File: config.mk
export PLATFORM = sky130hd
export DESIGN_NAME = dmem_arbiter
export DESIGN_NICKNAME = d
export VERILOG_FILES = /design/src/rtl/dmem_arbiter.sv
export SDC_FILE = /design/constraint.sdc
export NUM_CORES = 1
export LEC_CHECK = 0
export BUFFER_PORTS_ARGS = -buffer_cell sky130_fd_sc_hd__buf_2
export CORE_AREA = 2 2 122 124
export DETAILED_ROUTE_END_ITERATION = 8
export DIE_AREA = 0 0 124 126
export MAX_ROUTING_LAYER = met4
export PLACE_DENSITY = 0.66
export RECOVER_POWER = 25
export SYNTH_ARGS = -nofsm -noshare
export SYNTH_HDL_FRONTEND = slang
export SYNTH_SLANG_ARGS = --single-unit
File: constraint.sdc
create_clock -name clk -period 4.5 [get_ports clk]
set_input_delay 0.45 -clock clk [delete_from_list [all_inputs] [get_ports clk]]
set_output_delay 0.45 -clock clk [all_outputs]
set_load 0.005 [all_outputs]
File: src/rtl/dmem_arbiter.sv
// Two-port arbiter/sequencer in front of the single-ported data memory.
// One request is accepted at a time (IDLE -> ISSUE -> RESP). It is checked
// for alignment, type and range, gets at most one memory enable pulse, and
// is answered with a one-cycle rvalid on the port that won the grant.
module dmem_arbiter #(
  parameter int ADDR_LIMIT_BITS = 12
) (
  input  logic        clk,
  input  logic        rst,
  input  logic        p0_req,
  input  logic        p1_req,
  input  logic        p0_we,
  input  logic        p1_we,
  input  logic [2:0]  p0_type,
  input  logic [2:0]  p1_type,
  input  logic [31:0] p0_addr,
  input  logic [31:0] p1_addr,
  input  logic [31:0] p0_wdata,
  input  logic [31:0] p1_wdata,
  output logic        p0_gnt,
  output logic        p1_gnt,
  output logic        p0_rvalid,
  output logic        p1_rvalid,
  output logic [31:0] rsp_data,
  output logic        rsp_err,
  output logic        mem_read_en,
  output logic        mem_write_en,
  output logic [2:0]  load_type,
  output logic [2:0]  store_type,
  output logic [31:0] ram_address_load,
  output logic [31:0] ram_address_store,
  output logic [31:0] data_in,
  input  logic [31:0] data_out
);

  typedef enum logic [1:0] {S_IDLE, S_ISSUE, S_RESP} state_t;

  state_t      r_state;
  logic        r_last_grant;   // port that received the most recent grant
  logic        r_port;         // port of the request in flight
  logic        r_we;
  logic [2:0]  r_type;
  logic [31:0] r_addr;
  logic [31:0] r_wdata;
  logic        r_err;
  logic        r_rd_en;
  logic        r_wr_en;
  logic        r_rvalid0;
  logic        r_rvalid1;
  logic        r_rsp_err;
  logic [31:0] r_rsp_data;

  logic        w_idle;
  logic        w_gnt0;
  logic        w_gnt1;
  logic        w_sel;
  logic        w_we;
  logic [2:0]  w_type;
  logic [31:0] w_addr;
  logic [31:0] w_wdata;
  logic        w_err;
  logic [31:0] w_resp_data;

  // Round-robin grant: a lone requester wins, on a tie the port that did
  // not win last time goes first. Grants are only offered in IDLE.
  assign w_idle = (r_state == S_IDLE);
  assign w_gnt0 = w_idle & p0_req & (~p1_req | r_last_grant);
  assign w_gnt1 = w_idle & p1_req & (~p0_req | ~r_last_grant);
  assign w_sel  = w_gnt1;

  assign w_we    = w_sel ? p1_we    : p0_we;
  assign w_type  = w_sel ? p1_type  : p0_type;
  assign w_addr  = w_sel ? p1_addr  : p0_addr;
  assign w_wdata = w_sel ? p1_wdata : p0_wdata;

  // Error classification of the winning request, captured with the latch.
  always_comb begin
    w_err = 1'b0;
    if (w_type[1:0] == 2'b01 && w_addr[0])
      w_err = 1'b1;
    if (w_type[1:0] == 2'b10 && w_addr[1:0] != 2'b00)
      w_err = 1'b1;
    if (!w_we && (w_type == 3'b011 || w_type == 3'b110 || w_type == 3'b111))
      w_err = 1'b1;
    if (w_we && !(w_type == 3'b000 || w_type == 3'b001 || w_type == 3'b010))
      w_err = 1'b1;
    if (|w_addr[31:ADDR_LIMIT_BITS])
      w_err = 1'b1;
  end

  // Load result formatting: the memory already sign-extends B/H, so only
  // the unsigned variants need their upper bits cleared.
  always_comb begin
    w_resp_data = data_out;
    case (r_type)
      3'b100:  w_resp_data = {24'b0, data_out[7:0]};
      3'b101:  w_resp_data = {16'b0, data_out[15:0]};
      default: w_resp_data = data_out;
    endcase
    if (r_we || r_err)
      w_resp_data = '0;
  end

  // Sequencer: latch in IDLE, pulse the memory in ISSUE, answer in RESP.
  always_ff @(posedge clk) begin
    if (rst) begin
      r_state      <= S_IDLE;
      r_last_grant <= 1'b1;
      r_port       <= 1'b0;
      r_we         <= 1'b0;
      r_type       <= '0;
      r_addr       <= '0;
      r_wdata      <= '0;
      r_err        <= 1'b0;
      r_rd_en      <= 1'b0;
      r_wr_en      <= 1'b0;
      r_rvalid0    <= 1'b0;
      r_rvalid1    <= 1'b0;
      r_rsp_err    <= 1'b0;
      r_rsp_data   <= '0;
    end else begin
      case (r_state)
        S_IDLE: begin
          if (w_gnt0 || w_gnt1) begin
            r_last_grant <= w_sel;
            r_port       <= w_sel;
            r_we         <= w_we;
            r_type       <= w_type;
            r_addr       <= w_addr;
            r_wdata      <= w_wdata;
            r_err        <= w_err;
            r_rd_en      <= ~w_we & ~w_err;
            r_wr_en      <= w_we & ~w_err;
            r_state      <= S_ISSUE;
          end
        end
        S_ISSUE: begin
          r_rd_en   <= 1'b0;
          r_wr_en   <= 1'b0;
          r_rvalid0 <= ~r_port;
          r_rvalid1 <= r_port;
          r_rsp_err <= r_err;
          r_state   <= S_RESP;
        end
        S_RESP: begin
          r_rvalid0  <= 1'b0;
          r_rvalid1  <= 1'b0;
          r_rsp_data <= w_resp_data;
          r_state    <= S_IDLE;
        end
        default: r_state <= S_IDLE;
      endcase
    end
  end

  assign p0_gnt            = w_gnt0;
  assign p1_gnt            = w_gnt1;
  assign p0_rvalid         = r_rvalid0;
  assign p1_rvalid         = r_rvalid1;
  assign rsp_err           = r_rsp_err;
  // Read data arrives from the memory register during RESP; outside RESP
  // the last response is held.
  assign rsp_data          = (r_state == S_RESP) ? w_resp_data : r_rsp_data;
  assign mem_read_en       = r_rd_en;
  assign mem_write_en      = r_wr_en;
  assign load_type         = r_type;
  assign store_type        = r_type;
  assign ram_address_load  = r_addr;
  assign ram_address_store = r_addr;
  assign data_in           = r_wdata;

endmodule

# Word level (Yosys, flattened, before mapping)

Cells that the tools add are included.
W data, S select, Z words.

Flip-flop bits (word level): 110
Input port bits: 172
Output and inout bits: 141
Logic and storage cells: 80

Equal/unequal tests: 12
Mux-type cells: 20
Bitwise logic cells: 14
Reductions and logical operators: 20

Operators by type and width:

| cell                 | count |
|---|---|
| $mux W32             | 4 |
| $pmux W32 S2         | 1 |
| $reduce_or A20 Y1    | 1 |
| $eq A3 B3 Y1 const B | 4 |
| $mux W1              | 8 |
| $pmux W1 S2          | 4 |
| $and A1 B1 Y1        | 6 |
| $eq A3 B2 Y1 const B | 2 |
| $logic_or A1 B1 Y1   | 6 |
| $not A1 Y1           | 6 |
| $reduce_bool A2 Y1   | 3 |
| $eq A2 B1 Y1 const B | 2 |
| $eq A2 B2 Y1 const B | 2 |
| $logic_and A1 B1 Y1  | 4 |
| $pmux W2 S2          | 1 |
| $reduce_and A2 Y1    | 2 |
| $eq A3 B1 Y1 const B | 1 |
| $logic_not A3 Y1     | 1 |
| $mux W3              | 1 |
| $logic_not A1 Y1     | 2 |
| $logic_not A2 Y1     | 1 |
| $mux W2              | 1 |
| $ne A2 B1 Y1 const B | 1 |
| $or A1 B1 Y1         | 2 |

# Longest topological paths before layout

Gate-level depths: netlist of the first run.

Depth in word-level cells: 15
Depth in mapped cells: 8
Depth with buffers taken out: 7

# Worst setup path before layout of the first run

OpenSTA, ideal clock, no wires.

Path kind: reg-to-output
Start: register r_state[0]
End: output rsp_data[21]
Arrival: 1448 ps
Required time: 4050 ps
Path slack: 2602 ps
Stages on the path, launching flop included: 8
Buffers on the path: 1
Cells stage by stage: dfxtp_1 > inv_1 > ha_1 > nor3b_4 > o21a_4 > buf_6 > nand2_1 > o21ai_2

Cells in the longest elaborated chain, start to end: 2

Ends and longest elaborated chain:

| element                | line | text |
|---|---|---|
| from (decl)            | 38   | `state_t r_state;` |
| from (signal assigned) | 107  | `r_state <= S_IDLE;` |
| from (signal assigned) | 134  | `r_state <= S_ISSUE;` |
| from (signal assigned) | 143  | `r_state <= S_RESP;` |
| $eq A2 B2 Y1           | 163  | `assign rsp_data = (r_state == S_RESP) ? w_resp_data : r_rsp_data;` |
| $mux W32               | -    |  |
| to (decl)              | 24   | `output logic [31:0] rsp_data,` |

Every way passes these cells.

# Worst setup path after layout of the first run

Start: register r_state[0]
End: output rsp_data[16]

Same word-level chain as after synthesis.

==> results.txt, run 1 <==
----------------------------------------------------
[Global route]
  Wire length of the first global-routing pass ... 24.36 mm
  All-layer global routing usage ... 0.2050
  Largest net degree at the start of global routing ... 71
  Via count of the first global-routing pass ... 4,821
  Initial antenna violation count ... 0
  GRT overflow ... 0

[Floorplanning]
  Num rows ... 44
  Number of I/O pins ... 313
  Core area ... 0.01431 mm2
  Chip Height ... 126 um
  Die outline area ... 0.01562 mm2
  Die Width ... 124 um
  Initial Utilization ... 0.3612

[Logic synthesis]
  Count leader, synth ... sky130_fd_sc_hd__nand2_1
  Mapped Nets ... 838
  Share of the synthesized area in the top cell type ... 0.4259
  Top cell types by occurrence after synthesis ... 178 x sky130_fd_sc_hd__nand2_1, 110 x sky130_fd_sc_hd__dfxtp_1, 75 x sky130_fd_sc_hd__nor2_1, 67 x sky130_fd_sc_hd__a311oi_1
  Top cells by area, synth ... sky130_fd_sc_hd__dfxtp_1 43%, sky130_fd_sc_hd__nand2_1 13%, sky130_fd_sc_hd__a311oi_1 11%, sky130_fd_sc_hd__nor2_1 5.4%, sky130_fd_sc_hd__buf_4 5.4%
  Post-synth top area cell ... sky130_fd_sc_hd__dfxtp_1
  Syn_area_per_cell ... 7.810 um2
  Total of flip-flops plus latches after synthesis ... 110
  Post-synth ARST share ... 0
  Synthesized area ... 0.005170 mm2
  Synth Warn # ... 0
  Synthesized netlist cell count ... 662
  Count of flip-flops with a built-in enable after synthesis ... 0
  Fraction of the yosys area taken by sequential cells ... 0.4259
  Main flop type after synthesis ... sky130_fd_sc_hd__dfxtp_1
  Number of distinct library cells after synthesis ... 33

[Power and ir drop]
  Static leakage power ... 0.003328 uW
  Power Density ... 568.3 mW/mm2
  Max rail drop VDD ... 0.0002793 V

[Clock network]
  Resized cells post-CTS ... 0
  Count of H-tree levels built during CTS ... 3
  Post-CTS clock slew at the launch and capture registers of the worst setup and hold paths ... 0.07 ns
  Number of hold-repair buffers added at the cts stage ... 0
  Number of buffers added by the clock tree synthesis step ... 9
  Maximum clock insertion buffer count ... 2
  Worst-skew pair later-pin latency ... 0.34 ns
  Clock tree from TritonCTS ... built
  Clock sinks ... 110
  Number of setup buffers added after CTS ... 0
  Root buffer cell ... sky130_fd_sc_hd__clkbuf_16

[Critical path]
  Kind of launch point of the worst setup path ... flip-flop
  Highest fanout seen on the critical path ... 16
  Required time of the critical path ... 4.05 ns
  Cell-by-cell trace of the critical path ... inv_1, ha_2, nor3b_4, o21a_4, nand2_1, o21ai_0, buf_2
  Data arrival time at the worst-slack endpoint ... 2.16 ns
  Worst reg-to-reg path cell count ... 8
  Critical R2R Capture ... r_err$_SDFFE_PP0P_
  Worst path slowest cell ... sky130_fd_sc_hd__nor3b_4
  Beginning of the worst register-to-register path ... r_state[1]$_SDFFE_PP0P_
  Critical Path Max Stage Delay ... 0.49 ns
  CP startpoint ... r_state[0]$_SDFFE_PP0P_
  Class of the most critical setup path ... flip-flop to primary output
  Critical Path End ... rsp_data[16]
  Flop-to-flop setup slack ... 1.95 ns
  Endpoint type of the worst setup path ... primary output

[STA]
  Final critical-path required period ... 2.609 ns
  Slew margin rel. ... 0.4762
  Min setup slack post-route ... 1.891 ns
  Pin slew with the least headroom to its limit ... 0.7857 ns
  Final setup fails ... 0
  Number of hold violations in the final report ... 0
  Setup TNS ... 0 ns
  Setup repair after global routing missed its margin ... false
  Max frequency ... 0.3833 GHz
  Total count of max-transition violations in the final report ... 0
  Final worst path period share ... 0.5798
  Clock Skew ... 0.009556 ns

[Placed design]
  HPWL Detailed ... 11.76 mm
  Total instance count after detailed placement ... 1,083
  Port Buffers ... 312
  Placement-stage worst setup slack ... 1.949 ns
  Final weighted congestion of routability-driven global placement ... 0.8890

[Outcome]
  Outcome ... finished, final reports clean

[Final layout]
  Filler cells ... 1,475
  Area growth syn-to-layout ... 33.47%
  Multi-input logic area ... 0.002370 mm2
  Number of nets in the final layout ... 1,086
  ANT cells ... 0
  Post-Layout Cell Count ... 1,099
  Fraction of final layout cells with drive strength greater than 1 ... 0.3628
  Sequential cell area ... 0.002202 mm2

[Drt]
  Initial DRC count ... 291
  Total wire length after detailed routing ... 15.99 mm
  Pre-Repair DR Iteration Count ... 6
  Ratio of routed vias to standard cells ... 4.759
  Residual DRC ... 0
  ANT nets after route ... 0
  Routed len/inst ... 14.55 um
  Total vias in the final route ... 5,230

[Min path]
  Worst Min Path Start ... p1_wdata[23]
  Kind of path behind the tightest hold check ... input port to flip-flop

[Job]
  Maxcap violations ... 0

----------------------------------------------------
-- layout by cell type (no fill, tap or decap), types with 2 or more instances in the layout --
cell / count
sky130_fd_sc_hd__nor3_1: 3
sky130_fd_sc_hd__buf_2: 283
sky130_fd_sc_hd__clkbuf_8: 2
sky130_fd_sc_hd__nor4_1: 11
sky130_fd_sc_hd__ha_1: 3
sky130_fd_sc_hd__inv_1: 37
sky130_fd_sc_hd__buf_4: 7
sky130_fd_sc_hd__a311oi_1: 67
sky130_fd_sc_hd__a21oi_1: 5
sky130_fd_sc_hd__dfxtp_1: 110
sky130_fd_sc_hd__nor2b_1: 23
sky130_fd_sc_hd__and2b_1: 10
sky130_fd_sc_hd__o21ai_1: 2
sky130_fd_sc_hd__or4_1: 2
sky130_fd_sc_hd__mux2i_1: 6
sky130_fd_sc_hd__o21a_4: 2
sky130_fd_sc_hd__clkbuf_1: 27
sky130_fd_sc_hd__o21ai_2: 18
sky130_fd_sc_hd__bufinv_16: 4
sky130_fd_sc_hd__clkbuf_16: 9
sky130_fd_sc_hd__nand2_1: 178
sky130_fd_sc_hd__o21ai_0: 18
sky130_fd_sc_hd__nor2_1: 75
-- cell type report --
type | count | area share
multi-input combinational | 433 | 0.3434
sequential | 110 | 0.3191
timing repair buffer | 318 | 0.2281
clock buffer | 11 | 0.03663
tap | 184 | 0.03336
inverter | 38 | 0.02067
clock inverter | 5 | 0.01868
-- how the worst min path moves through the flow --
| stage | end | slack, ns | depth (start not counted) |
|---|---|---|---|
| 2_1_floorplan | mem_read_en$_SDFFE_PP0P_ | 0.44 | 2 |
| 3_3_place_gp | mem_read_en$_SDFFE_PP0P_ | 0.44 | 2 |
| 3_5_place_dp | mem_read_en$_SDFFE_PP0P_ | 0.46 | 2 |
| 4_1_cts | ram_address_load[5]$_SDFFE_PP0P_ | 0.35 | 3 |
| 5_1_grt | data_in[14]$_SDFFE_PP0P_ | 0.35 | 3 |
| 6_report | data_in[23]$_SDFFE_PP0P_ | 0.36 | 3 |
-- worst max-delay path: cells and delay by family, from the launching register on --
kind,cells,cell delay (ns)
flip-flops,1,0.33
AND/OR/NAND/NOR,2,0.56
buffers and inverters,2,0.27
adder cells (fa/ha/maj),1,0.19
AO/OA/AOI/OAI,2,0.45
-- registers in the layout, summed over array words and instances (netlist names), 2 cells and up --
| signal | cells |
|---|---|
| data_in | 32 |
| load_type | 3 |
| r_rsp_data | 32 |
| r_state | 2 |
| ram_address_load | 32 |
-- logic make-up (layout without fill, tap and decap cells) --
group           after synthesis  after routing  share of synthesized area
buf+inv                     119            372                     0.1176
simple gates                307            307                     0.2558
fa+ha+maj                     4              4                   0.009681
flops                       110            110                     0.4259
mux                           6              6                    0.01162
compound gates              116            116                     0.1793
-- layer usage --
| layer | vias up | GRT usage | routed length (um) |
|---|---|---|---|
| met4 | 0 | 0.06147 | 230 |
| met3 | 16 | 0.04076 | 1100 |
| li1 | 2689 | - | - |
| met1 | 2322 | 0.2568 | 6876 |
| met2 | 203 | 0.3326 | 7778 |
| met5 | - | - | 0 |
-- per-stage QoR --
step,total power [uW],hold slack (ns),area (um2),util
finish,3921,0.3626,6900,0.4821
global route,4220,0.3548,6900,0.4821
CTS,4007,0.3461,6935,0.4845
detailed placement,2997,0.4625,6554,0.4579
global placement,2977,0.4415,6554,0.4579
floorplan,2482,0.4446,5170,-
-- where the power goes --
| part | switching (uW) | internal, uW |
|---|---|---|
| sequential | 180 | 1250 |
| clock | 361 | 632 |
| combinational | 879 | 624 |
No activity file was read; power rests on OpenSTA's default activity.
==> run 2, diff against run 1 <==
--- a/config.mk
+++ b/config.mk
@@ -5,12 +5,13 @@
 export SDC_FILE = /design/constraint.sdc
 export NUM_CORES = 1
 export LEC_CHECK = 0
+export ABC_AREA = 1
 export BUFFER_PORTS_ARGS = -buffer_cell sky130_fd_sc_hd__buf_2
-export CORE_AREA = 2 2 122 124
+export CORE_AREA = 2 2 123 125
 export DETAILED_ROUTE_END_ITERATION = 8
-export DIE_AREA = 0 0 124 126
+export DIE_AREA = 0 0 125 127
 export MAX_ROUTING_LAYER = met4
-export PLACE_DENSITY = 0.66
+export PLACE_DENSITY = 0.69
 export RECOVER_POWER = 25
 export SYNTH_ARGS = -nofsm -noshare
 export SYNTH_HDL_FRONTEND = slang
==> constraint.sdc (replaced) <==
create_clock -name clk -period 2.7 [get_ports clk]
set_input_delay 0.27 -clock clk [delete_from_list [all_inputs] [get_ports clk]]
set_output_delay 0.27 -clock clk [all_outputs]
set_load 0.005 [all_outputs]
==> run 2 against run 1 <==
  * Combinational power is 90% higher
  * Clock-buffer cell count decreased by 1
  * First-iteration DRC count shrank 24%
  * Utilization rose by 2.9 points
  * Clock skew shrank 0.0020 ns
  * Wire length increased by 4.9%
  * Register-to-register slack got worse by 1.5 ns
  * Global-route usage up 0.69 points
  * Critical path type unchanged
  * Critical endpoint is now p1_gnt
  * Largest cell class unchanged
  * Largest power group unchanged
==> results.txt, run 2 <==
----------------------------------------------------
[Final layout]
  Number of nets in the final layout ... 1,245
  Commonest non-fill, non-tap cells in the layout ... 288 x sky130_fd_sc_hd__buf_2, 156 x sky130_fd_sc_hd__inv_1, 143 x sky130_fd_sc_hd__nand2_1, 125 x sky130_fd_sc_hd__nor2_1, 110 x sky130_fd_sc_hd__dfxtp_1
  ANT cells ... 0
  Post-Layout Cell Count ... 1,258
  Final core utilization ... 0.5106
  Filler cells ... 1,490
  Sequential cell area ... 0.002202 mm2
  Most frequent standard cell in the layout excluding fill and tap cells ... sky130_fd_sc_hd__buf_2
  Fraction of final layout cells with drive strength greater than 1 ... 0.3101
  Multi-input logic area ... 0.002406 mm2
  Area growth syn-to-layout ... 28.60%

[Floorplanning]
  Die Width ... 125 um
  Core area ... 0.01442 mm2
  Number of I/O pins ... 313
  Initial Utilization ... 0.3970
  Num rows ... 44
  Die outline area ... 0.01588 mm2
  Chip Height ... 127 um

[Power and ir drop]
  Static leakage power ... 0.004332 uW
  Max rail drop VDD ... 0.0003747 V
  Power Density ... 884.3 mW/mm2

[Logic synthesis]
  Synth Warn # ... 0
  Post-synth ARST share ... 0
  Fraction of the yosys area taken by sequential cells ... 0.3845
  Main flop type after synthesis ... sky130_fd_sc_hd__dfxtp_1
  Total of flip-flops plus latches after synthesis ... 110
  Count of flip-flops with a built-in enable after synthesis ... 0
  Top cell types by occurrence after synthesis ... 157 x sky130_fd_sc_hd__inv_1, 143 x sky130_fd_sc_hd__nand2_1, 125 x sky130_fd_sc_hd__nor2_1, 110 x sky130_fd_sc_hd__dfxtp_1, 69 x sky130_fd_sc_hd__o211ai_1
  Count leader, synth ... sky130_fd_sc_hd__inv_1
  Synthesized netlist cell count ... 821
  Mapped Nets ... 997
  Number of distinct library cells after synthesis ... 33
  Top cells by area, synth ... sky130_fd_sc_hd__dfxtp_1 38%, sky130_fd_sc_hd__inv_1 10%, sky130_fd_sc_hd__nand2_1 9.4%, sky130_fd_sc_hd__o211ai_1 9.0%, sky130_fd_sc_hd__nor2_1 8.2%
  Syn_area_per_cell ... 6.975 um2
  Post-synth top area cell ... sky130_fd_sc_hd__dfxtp_1
  Share of the synthesized area in the top cell type ... 0.3845
  Synthesized area ... 0.005727 mm2

[Critical path]
  Worst reg-to-reg path cell count ... 14
  Highest fanout seen on the critical path ... 30
  Beginning of the worst register-to-register path ... r_state[0]$_SDFFE_PP0P_
  Flop-to-flop setup slack ... 0.40 ns
  Critical R2R Capture ... r_err$_SDFFE_PP0P_
  Class of the most critical setup path ... flip-flop to primary output
  Required time of the critical path ... 2.43 ns
  Data arrival time at the worst-slack endpoint ... 2.17 ns
  Endpoint type of the worst setup path ... primary output
  Kind of launch point of the worst setup path ... flip-flop

[Clock network]
  Worst-skew pair later-pin latency ... 0.35 ns
  Clock sinks ... 110
  Root buffer cell ... sky130_fd_sc_hd__clkbuf_16
  Count of H-tree levels built during CTS ... 3
  Number of hold-repair buffers added at the cts stage ... 0
  Number of buffers added by the clock tree synthesis step ... 9
  Clock tree from TritonCTS ... built
  Maximum clock insertion buffer count ... 2
  Post-CTS clock slew at the launch and capture registers of the worst setup and hold paths ... 0.08 ns

[Global route]
  Wire length of the first global-routing pass ... 26.57 mm
  All-layer global routing usage ... 0.2119
  Initial antenna violation count ... 0
  GRT overflow ... 0
  Grt met1 use ... 0.2531
  Global-route track usage on met3 ... 0.02931
  Largest net degree at the start of global routing ... 89
  Via count of the first global-routing pass ... 5,335
  GRT busiest layer ... met2
  Met2 demand-to-capacity share in global routing ... 0.3712

[Min path]
  Kind of path behind the tightest hold check ... input port to flip-flop
  Worst min-delay path endpoint ... r_rsp_data[15]$_SDFF_PP0_
  Worst Min Path Start ... data_out[15]
  Min-Delay Path Depth ... 3

[STA]
  Max frequency ... 0.4104 GHz
  Slew margin rel. ... 0.5722
  Final worst path period share ... 0.9024
  Clock Skew ... 0.007592 ns
  Total count of max-transition violations in the final report ... 0
  Min setup slack post-route ... 0.2636 ns
  Post-Route Hold Slack ... 0.2098 ns
  Pin slew with the least headroom to its limit ... 0.6408 ns
  Final setup fails ... 0
  Final critical-path required period ... 2.436 ns
  Setup repair after global routing missed its margin ... false
  Number of hold violations in the final report ... 0
  Setup TNS ... 0 ns

[Drt]
  Ratio of routed vias to standard cells ... 4.646
  ANT nets after route ... 0
  Total wire length after detailed routing ... 16.78 mm
  Initial DRC count ... 222
  Routed len/inst ... 13.34 um
  Total vias in the final route ... 5,845
  Pre-Repair DR Iteration Count ... 4
  Residual DRC ... 0

[Job]
  Maxcap violations ... 0

[Placed design]
  Placement-stage worst setup slack ... 0.3932 ns
  Total instance count after detailed placement ... 1,242
  HPWL Detailed ... 12.34 mm
  Final weighted congestion of routability-driven global placement ... 0.8348
  Port Buffers ... 312

[Outcome]
  Outcome ... finished, final reports clean

----------------------------------------------------
run 2: cell types whose count changed in the layout (fill, tap and decap cells not counted), sizes merged, moves of 23 or more:
cell	delta
nor2b	-23
a311oi	-67
nor2	+55
inv	+125
o211ai	+68
nand2	-27
run 2: cell type report:
| cell class | count | area share |
|---|---|---|
| clock inverter | 6 | 0.006286 |
| clock buffer | 10 | 0.03245 |
| inverter | 162 | 0.08359 |
| multi-input combinational | 467 | 0.3267 |
| tap | 184 | 0.03126 |
| timing repair buffer | 319 | 0.2207 |
| sequential | 110 | 0.2990 |
run 2: worst max-delay path by stage:
stage | cells after the start | start | to
after floorplan | 15 | r_state[0]$_SDFFE_PP0P_ | r_err$_SDFFE_PP0P_
after global placement | 14 | r_state[0]$_SDFFE_PP0P_ | r_err$_SDFFE_PP0P_
after detailed placement | 14 | r_state[0]$_SDFFE_PP0P_ | r_err$_SDFFE_PP0P_
after CTS | 8 | r_state[0]$_SDFFE_PP0P_ | rsp_data[8]
after global routing | 8 | r_state[0]$_SDFFE_PP0P_ | rsp_data[14]
final | 6 | r_state[1]$_SDFFE_PP0P_ | p1_gnt
run 2: power by group:
group / leakage, uW / switching [uW] / internal [uW] / total (uW)
Sequential: 0.000906 / 301 / 2080 / 2380
Clock: 0.000135 / 624 / 657 / 1280
Combinational: 0.00329 / 1710 / 1140 / 2850
Total: 0.00433 / 2630 / 3880 / 6510
run 2: metal layers:
metal / up-vias / wire length [um]
li1: 3026 / -
met1: 2601 / 7217
met2: 198 / 8374
met3: 20 / 889
met4: 0 / 294
met5: - / 0
run 2: kinds of logic after synthesis:
family,after synthesis,share of synthesized area
AO/OA/AOI/OAI,159,0.1857
adder cells (fa/ha/maj),4,0.008740
buffers and inverters,244,0.1953
flip-flops,110,0.3845
AND/OR/NAND/NOR,304,0.2257
run 2: timing repair:
action	4_1_cts	5_1_grt
setup buffers	0	0
resized for setup	0	1
setup endpoints to repair	0	5
run 2: metrics by stage:
step / total power (uW) / area, um2
CTS: 6619 / 7391
floorplan: 4385 / 5727
global placement: 5298 / 7106
detailed placement: 5313 / 7106
global route: 7061 / 7365
finish: 6513 / 7365
run 2: worst max-delay path: stages (launching register included):
cell	delay [ns]
sky130_fd_sc_hd__dfxtp_1	0.33
sky130_fd_sc_hd__inv_1	0.10
sky130_fd_sc_hd__ha_1	0.27
sky130_fd_sc_hd__nand2_4	0.12
sky130_fd_sc_hd__nor2_8	0.37
sky130_fd_sc_hd__buf_4	0.43
sky130_fd_sc_hd__buf_2	0.19
==> run 3, diff against run 2 <==
--- a/config.mk
+++ b/config.mk
@@ -6,7 +6,7 @@
 export NUM_CORES = 1
 export LEC_CHECK = 0
 export ABC_AREA = 1
-export BUFFER_PORTS_ARGS = -buffer_cell sky130_fd_sc_hd__buf_2
+export BUFFER_PORTS_ARGS = -buffer_cell sky130_fd_sc_hd__buf_4
 export CORE_AREA = 2 2 123 125
 export DETAILED_ROUTE_END_ITERATION = 8
 export DIE_AREA = 0 0 125 127
==> run 3 against run 2 <==
  * Die area unchanged
  * Clock power about the same
  * Critical endpoint is now rsp_data[10]
  * Cell count about the same
  * Wire length is 3.7% higher
==> results.txt, run 3 (synthesis results as in run 2) <==
----------------------------------------------------
[Drt]
  Initial DRC count ... 197
  Routed len/inst ... 13.82 um
  Ratio of routed vias to standard cells ... 4.636
  Total vias in the final route ... 5,837
  Residual DRC ... 0
  Total wire length after detailed routing ... 17.40 mm
  ANT nets after route ... 0
  Pre-Repair DR Iteration Count ... 4

[Floorplanning]
  Die Width ... 125 um
  Initial Utilization ... 0.3970
  Chip Height ... 127 um
  Core area ... 0.01442 mm2
  Number of I/O pins ... 313
  Num rows ... 44
  Die outline area ... 0.01588 mm2

[Clock network]
  Clock sinks ... 110
  Number of setup buffers added after CTS ... 0
  Post-CTS clock slew at the launch and capture registers of the worst setup and hold paths ... 0.08 ns
  Number of hold-repair buffers added at the cts stage ... 0
  Resized cells post-CTS ... 0
  Count of H-tree levels built during CTS ... 3
  Clock tree from TritonCTS ... built
  Worst-skew pair later-pin latency ... 0.35 ns
  Maximum clock insertion buffer count ... 2
  Root buffer cell ... sky130_fd_sc_hd__clkbuf_16
  Number of buffers added by the clock tree synthesis step ... 9

[Critical path]
  Beginning of the worst register-to-register path ... r_state[0]$_SDFFE_PP0P_
  Kind of launch point of the worst setup path ... flip-flop
  Endpoint type of the worst setup path ... primary output
  Highest fanout seen on the critical path ... 11
  Data arrival time at the worst-slack endpoint ... 2.12 ns
  Class of the most critical setup path ... flip-flop to primary output
  Critical Path Max Stage Delay ... 0.43 ns
  Required time of the critical path ... 2.43 ns
  CP startpoint ... r_state[0]$_SDFFE_PP0P_
  Cell-by-cell trace of the critical path ... inv_1, ha_1, nand2_2, inv_1, a32oi_1, inv_1, buf_4
  Crit-path most repeated cell ... sky130_fd_sc_hd__inv_1
  Worst path slowest cell ... sky130_fd_sc_hd__ha_1
  Flop-to-flop setup slack ... 0.46 ns

[STA]
  Final worst path period share ... 0.8834
  Final critical-path required period ... 2.385 ns
  Clock Skew ... 0.008377 ns
  Slew margin rel. ... 0.5816
  Final setup fails ... 0
  Max frequency ... 0.4192 GHz
  Setup repair after global routing missed its margin ... false
  Pin slew with the least headroom to its limit ... 0.6266 ns
  Number of hold violations in the final report ... 0
  Setup TNS ... 0 ns
  Total count of max-transition violations in the final report ... 0

[Power and ir drop]
  Static leakage power ... 0.004529 uW
  Power, Total ... 6952 uW
  Power Density ... 854.4 mW/mm2
  Max rail drop VDD ... 0.0004735 V

[Global route]
  Global-route track usage on met3 ... 0.03769
  GRT overflow ... 0
  All-layer global routing usage ... 0.2228
  Grt met1 use ... 0.2672
  Met2 demand-to-capacity share in global routing ... 0.3795
  Largest net degree at the start of global routing ... 73
  Wire length of the first global-routing pass ... 27.69 mm
  GRT busiest layer ... met2
  Via count of the first global-routing pass ... 5,543
  Initial antenna violation count ... 0

[Placed design]
  Port Buffers ... 312
  HPWL Detailed ... 13.02 mm
  Final weighted congestion of routability-driven global placement ... 0.8657

[Final layout]
  Commonest non-fill, non-tap cells in the layout ... 254 x sky130_fd_sc_hd__buf_4, 156 x sky130_fd_sc_hd__inv_1, 142 x sky130_fd_sc_hd__nand2_1, 125 x sky130_fd_sc_hd__nor2_1, 110 x sky130_fd_sc_hd__dfxtp_1
  ANT cells ... 0
  Most frequent standard cell in the layout excluding fill and tap cells ... sky130_fd_sc_hd__buf_4
  Number of nets in the final layout ... 1,246
  Area growth syn-to-layout ... 42.08%
  Fraction of final layout cells with drive strength greater than 1 ... 0.3191

[Min path]
  Worst Min Path Start ... data_out[11]
  Kind of path behind the tightest hold check ... input port to flip-flop

[Outcome]
  Outcome ... finished, final reports clean

[Job]
  Maxcap violations ... 0

----------------------------------------------------
run 3: cell type report:
type | count | area (um2)
Fill cell | 1425 | 6287
Multi-Input combinational cell | 467 | 2409
Timing Repair Buffer | 320 | 2396
Sequential cell | 110 | 2202
Inverter | 162 | 615.6
Clock buffer | 11 | 242.7
Tap cell | 184 | 230.2
Clock inverter | 5 | 41.29
run 3: layer usage:
metal,wire length [um],part of all wire,vias to the layer above
met5,0,0,-
met4,420,0.024,0
met3,966,0.056,25
met2,8597,0.49,198
met1,7419,0.43,2586
li1,-,-,3028
run 3: path summary, 6_finish.rpt:
check                              endpoint  cells after the start
setup / recovery               rsp_data[10]                      7
hold / removal    r_rsp_data[11]$_SDFF_PP0_                      3
setup reg to reg   data_in[16]$_SDFFE_PP0P_                     10
hold reg to reg   r_rsp_data[12]$_SDFF_PP0_                      2
run 3: stage by stage:
step / std cells / worst slack (ns) / area [um2] / utilization / hold slack (ns)
6_report: 1259 / 0.3148 / 8137 / 0.5641 / 0.2064
5_1_grt: 1259 / 0.1436 / 8137 / 0.5641 / 0.2290
4_1_cts: 1259 / 0.1993 / 8190 / 0.5678 / 0.1910
3_5_place_dp: 1243 / 0.4588 / 7906 / 0.5481 / 0.4673
3_3_place_gp: 1243 / 0.5107 / 7906 / 0.5481 / 0.4601
2_1_floorplan: 821 / 0.8837 / 5727 / - / 0.4474
run 3: worst max-delay path, delay by kind of cell (launching register included):
kind,cells,cell delay [ns]
adder cells (fa/ha/maj),1,0.43
buffers and inverters,4,0.61
flip-flops,1,0.33
AND/OR/NAND/NOR,1,0.22
AO/OA/AOI/OAI,1,0.18
run 3: report_power, final:
part | internal, uW | switching (uW)
Combinational | 1530 | 1730
Sequential | 2080 | 322
Clock | 661 | 624
Total | 4270 | 2680
